--- src/rtl/npu_seq_ctrl.sv ---
// npu_seq_ctrl: job sequencer for the NPU datapath.
//
// Steps one job at a time through IDLE, LOAD, COMPUTE (N cycles), RELU,
// CAPTURE, WRITE and FINISH. It drives the control strobes for input_buffer,
// mac_module, relu_module and auto_comparator. It then streams the captured
// lane results byte-wise into the output FIFO and honours FIFO backpressure.
//
// Ports:
//   CLKEXT, RST_GLO        clock (rising edge), asynchronous active-high reset
//   START, ABORT           job request (one sync flop), job termination
//   CFG_*                  per-job configuration, latched when LOAD is entered
//   LANE_DATA              post-ReLU lane results, lane 0 in the LSBs
//   FIFO_FULL              output FIFO backpressure
//   EN_*/RST_*             datapath strobes, Moore-decoded from the state
//   FIFO_WR_EN, FIFO_DATA  output FIFO write port
//   SEL_OUT, BYPASS_RELU   registered per-job selects
//   BUSY, DONE, ERR_ABORT  job status
//   JOB_CNT                count of completed jobs (wraps)
module npu_seq_ctrl #(
  parameter int unsigned LANES  = 2,
  parameter int unsigned ACC_W  = 16,
  parameter int unsigned BYTE_W = 8,
  parameter int unsigned CNT_W  = 8
) (
  input  logic                     CLKEXT,
  input  logic                     RST_GLO,
  input  logic                     START,
  input  logic                     ABORT,
  input  logic [CNT_W-1:0]         CFG_MAC_CYCLES,
  input  logic                     CFG_BYPASS_RELU,
  input  logic [2:0]               CFG_SEL_OUT,
  input  logic [LANES*ACC_W-1:0]   LANE_DATA,
  input  logic                     FIFO_FULL,
  output logic                     EN_BUF_IN,
  output logic                     EN_MAC,
  output logic                     RST_MAC,
  output logic                     EN_RELU,
  output logic                     BYPASS_RELU,
  output logic                     EN_COMP,
  output logic                     RST_COMP,
  output logic                     FIFO_WR_EN,
  output logic [BYTE_W-1:0]        FIFO_DATA,
  output logic [2:0]               SEL_OUT,
  output logic                     BUSY,
  output logic                     DONE,
  output logic                     ERR_ABORT,
  output logic [7:0]               JOB_CNT
);

  localparam int unsigned BytesPerLane = ACC_W / BYTE_W;
  localparam int unsigned NumBytes     = LANES * BytesPerLane;
  localparam int unsigned PtrW         = (NumBytes > 1) ? $clog2(NumBytes) : 1;

  localparam logic [2:0] StIdle    = 3'd0;
  localparam logic [2:0] StLoad    = 3'd1;
  localparam logic [2:0] StCompute = 3'd2;
  localparam logic [2:0] StRelu    = 3'd3;
  localparam logic [2:0] StCapture = 3'd4;
  localparam logic [2:0] StWrite   = 3'd5;
  localparam logic [2:0] StFinish  = 3'd6;

  logic [2:0]        state_q, state_d;
  logic              start_q;
  logic [CNT_W-1:0]  n_q;
  logic [CNT_W-1:0]  cnt_q;
  logic [PtrW-1:0]   ptr_q;
  logic [BYTE_W-1:0] shadow_q [NumBytes];
  logic [2:0]        sel_q;
  logic              bypass_q;
  logic              err_q;
  logic [7:0]        job_cnt_q;

  logic busy;
  logic abort_ok;
  logic wr_en;
  logic enter_load;

  assign busy       = (state_q == StLoad) || (state_q == StCompute) || (state_q == StRelu) ||
                      (state_q == StCapture) || (state_q == StWrite);
  // ABORT is ignored in IDLE and FINISH
  assign abort_ok   = ABORT && busy;
  assign wr_en      = (state_q == StWrite) && !FIFO_FULL;
  assign enter_load = (state_q == StIdle) && (state_d == StLoad);

  always_comb begin
    state_d = state_q;
    case (state_q)
      StIdle:    if (start_q) state_d = StLoad;
      StLoad:    state_d = StCompute;
      StCompute: if (cnt_q == n_q - CNT_W'(1)) state_d = StRelu;
      StRelu:    state_d = StCapture;
      StCapture: state_d = StWrite;
      StWrite:   if (wr_en && (ptr_q == PtrW'(NumBytes - 1))) state_d = StFinish;
      StFinish:  state_d = StIdle;
      default:   state_d = StIdle;
    endcase
    // abort outranks every other transition, including the last byte
    if (abort_ok) state_d = StIdle;
  end

  always_ff @(posedge CLKEXT or posedge RST_GLO) begin
    if (RST_GLO) begin
      state_q   <= StIdle;
      start_q   <= 1'b0;
      n_q       <= '0;
      cnt_q     <= '0;
      ptr_q     <= '0;
      sel_q     <= '0;
      bypass_q  <= 1'b0;
      err_q     <= 1'b0;
      job_cnt_q <= '0;
      for (int k = 0; k < NumBytes; k++) shadow_q[k] <= '0;
    end else begin
      state_q <= state_d;
      start_q <= START;
      if (enter_load) begin
        n_q      <= (CFG_MAC_CYCLES == '0) ? CNT_W'(1) : CFG_MAC_CYCLES;
        bypass_q <= CFG_BYPASS_RELU;
        sel_q    <= CFG_SEL_OUT;
        err_q    <= 1'b0;
      end
      if (abort_ok) err_q <= 1'b1;
      if (state_q == StLoad) begin
        cnt_q <= '0;
      end else if (state_q == StCompute) begin
        cnt_q <= cnt_q + CNT_W'(1);
      end
      // shadow is stored in emission order: lane 0 first, MSB first in a lane
      if (state_q == StCapture) begin
        ptr_q <= '0;
        for (int k = 0; k < NumBytes; k++) begin
          shadow_q[k] <= LANE_DATA[(k / BytesPerLane) * ACC_W + ACC_W
                                   - BYTE_W * ((k % BytesPerLane) + 1) +: BYTE_W];
        end
      end else if (wr_en) begin
        ptr_q <= ptr_q + PtrW'(1);
      end
      if (state_q == StFinish) job_cnt_q <= job_cnt_q + 8'd1;
    end
  end

  assign EN_BUF_IN   = (state_q == StLoad);
  assign EN_MAC      = (state_q == StCompute);
  assign RST_MAC     = (state_q == StIdle) || (state_q == StLoad);
  assign EN_RELU     = (state_q == StRelu);
  assign EN_COMP     = (state_q == StCapture);
  assign RST_COMP    = (state_q == StIdle);
  assign FIFO_WR_EN  = wr_en;
  assign FIFO_DATA   = (state_q == StWrite) ? shadow_q[ptr_q] : '0;
  assign BUSY        = busy;
  assign DONE        = (state_q == StFinish);
  assign SEL_OUT     = sel_q;
  assign BYPASS_RELU = bypass_q;
  assign ERR_ABORT   = err_q;
  assign JOB_CNT     = job_cnt_q;

endmodule

--- config.mk ---
export PLATFORM = sky130hd
export DESIGN_NAME = npu_seq_ctrl
export DESIGN_NICKNAME = d
export VERILOG_FILES = /design/src/rtl/npu_seq_ctrl.sv
export SDC_FILE = /design/constraint.sdc
export NUM_CORES = 1
export LEC_CHECK = 0
export CAP_MARGIN = 10
export CORE_ASPECT_RATIO = 0.5
export CORE_MARGIN = 4
export CORE_UTILIZATION = 40
export CTS_CLUSTER_SIZE = 8
export DETAILED_ROUTE_END_ITERATION = 16
export DONT_BUFFER_PORTS = 1
export PLACE_DENSITY = 0.65
export RECOVER_POWER = 100
export SYNTH_ARGS = -nofsm -noshare
export SYNTH_HDL_FRONTEND = slang
export SYNTH_SLANG_ARGS = --single-unit
--- constraint.sdc ---
create_clock -name CLKEXT -period 6.83 [get_ports CLKEXT]
set_input_delay 1.7075 -clock CLKEXT [delete_from_list [all_inputs] [get_ports CLKEXT]]
set_output_delay 1.7075 -clock CLKEXT [all_outputs]
set_load 0.02 [all_outputs]
==> flow_summary.ini <==
[logic_synthesis]
synthCells = 265
ys_seq_area_share_pct = 51.2
synth_fp_nets = 318
yosys_most_used_dff = dfrtp_1
yosys_warnings = 0
synth_enable_flop_cells = 0
async_flop_share_pct = 100
synth.distinct_cells = 43
netlist_area_um2 = 3270
syn_area_per_cell_um2 = 12.4
synth-seq-cells = 67

[sta]
tns_ns = 0
slew_violations = 102
setup_viol = 0
tightest_slew_ns = 3.46
rsz0062_at_grt = no
hold_violations = 0
min_period_over_period_pct = 75.8
fmax_mhz = 193
timing.slew.headroom_pct = -130
finalClockSkew_ns = 0.00751
min_period_ns = 5.18

[cells_and_area]
layout_commonest_cell = dfrtp_1
layout_common_cells = dfrtp_1, mux2_2, nand2_1, xnor2_1, o21ai_0
final_nets = 317
n_fill_cell = 693
diodes = 0
synthToLayoutAreaGrowth_pct = 9.93
final_cells = 376
fin_area_um2 = 3600
drive_above_1_share_pct = 25.4

[placed_design]
placed_area_um2 = 3340
portBuffers = 0
post-place-cells = 361
gp_congestion = 0.816
post-dp-hpwl_mm = 4.94

[route]
drc = 0
vias = 1994
routed_wl_mm = 6.84
drt_iter0_drc = 159
drtPass1Iterations = 4
ant_nets = 0
wl_per_cell_um = 18.2
vias_per_cell = 5.30

[min_path]
min_path_type = flip-flop to flip-flop
hold_depth = 1

[clock_network]
clockBufferDepth = 2
cts.sinks = 67
cts_made_buffers = 9
path_clk_slew_ns = 0.05
cts-root-buf = clkbuf_16
clock_latency_ns = 0.33
holdBufCountCts = 0
htree_num_levels = 3
cts_resized = 0
cts_tree = done
postCtsSetupBuffers = 0

[floorplanning]
dieArea_um2 = 9790
die_y_um = 72.0
io_pins = 79
die_x_um = 136
num_rows = 22
start_util_pct = 42.9
design.core.area_um2 = 7620

[worst_setup_path]
crit_chain = nor3b_1 -> buf_4
crit_arrival_ns = 3.47
cp_num_cells = 2
cp_slowest_cell = nor3b_1
slowest_delay_ns = 1.85
ff2ff_path_depth = 3
endpoint_kind = primary output
startpoint_type = flip-flop
worst-endpoint-required_ns = 5.12
crit_family = simple AND/OR/NAND/NOR gates
criticalPathCategory = flip-flop to primary output
crit_buf_inv = 1
cp_max_fo = 21

[global_routing]
grt_pass1_wl_mm = 11.2
gr-usage-all-layers_pct = 15.1
grt_max_degree = 68
antenna_found_initial = 1
grt_pass1_vias = 2183
overflow = 0

[power_and_ir_drop]
power_density_nw_per_um2 = 439
p_leak_nw = 1.55
irDropWorstVdd_v = 0.000148

[status]
violations = max-capacitance violations, max-slew violations
status = finished, violations left

[job]
cap_violations = 3
where the power goes:
part / switching (W) / internal, W
sequential: 0.000166 / 0.000546
combinational: 0.000175 / 0.000239
clock: 0.000164 / 0.000290
total: 0.000505 / 0.00107
worst paths after layout:
path / from / endpoint / slack (ns)
min: shadow_q[4] / shadow_q[4] / 0.50
max reg2reg: state_q[2] / shadow_q[31] / 3.19
max: state_q[2] / EN_COMP / 1.65
min reg2reg: shadow_q[4] / shadow_q[4] / 0.50
max in group asynchronous: RST_GLO / shadow_q[27] / 2.27
min in group asynchronous: RST_GLO / n_q[6] / 2.60
routing by layer:
metal / vias up / GRT usage (%) / wire length, um
met1: 1010 / 17.1 / 2800
met5: - / 0 / 20
li1: 934 / - / -
met2: 38 / 25.4 / 3500
met4: 2 / 5.59 / 98
met3: 10 / 6.79 / 417
cell families (layout without fill, tap and decap cells):
logic type / after synthesis / after routing / share of synthesized area (%)
buf+inv: 21 / 24 / 3.59
simple gates: 72 / 72 / 12.8
fa+ha+maj: 4 / 4 / 1.53
mux: 51 / 51 / 20.3
xor+xnor: 21 / 21 / 5.62
compound gates: 29 / 29 / 4.97
flops: 67 / 67 / 51.2
state kept, by name, indices dropped and copies added (netlist names):
signal and count:
BYPASS_RELU 1, SEL_OUT 3, ERR_ABORT 1, ptr_q 2, cnt_q 8, JOB_CNT 8, state_q 3, start_q 1
shadow_q 32, n_q 8
per-stage QoR:
step	total power, W	hold WS (ns)	worst slack, ns	utilization, %
finish	0.00158	0.503	1.65	47.2
global route	0.00168	0.525	1.36	47.2
CTS	0.00160	0.506	2.76	47.6
detailed placement	0.00114	0.494	3.11	43.7
global placement	0.00111	0.473	3.14	43.7
floorplan	0.00105	0.453	3.16	-
final cells by class:
cell class / instances / area, um^2 / area share, %
Inverter: 7 / 27.5 / 0.765
Multi-Input combinational cell: 177 / 1460 / 40.4
Clock inverter: 4 / 51.3 / 1.43
Clock buffer: 11 / 243 / 6.74
Tap cell: 108 / 135 / 3.75
Sequential cell: 67 / 1680 / 46.6
Timing Repair Buffer: 2 / 11.3 / 0.313
worst reg2reg max path, cell delays in order, from the launching register on:
cell and delay (ns):
dfrtp_1 0.75, nor3b_1 1.85, buf_4 0.54, mux2_2 0.38
cell usage after synthesis, types with 3 or more instances:
cell type,instances,area [um^2]
dfrtp_1,67,1680
o21ai_0,15,75.1
a21oi_1,8,40.0
xor2_1,5,43.8
and3_1,10,62.6
nand2b_1,5,31.3
buf_2,5,25.0
nand2_1,17,63.8
nor2_1,11,41.3
mux4_2,8,180
nand3_1,6,30.0
mux2_2,40,450
xnor2_1,16,140
clkbuf_1,3,11.3
nor3_1,5,25.0
inv_1,5,18.8
buf_4,4,30.0
ha_1,4,50.1
No activity file was read; power rests on OpenSTA's default activity.
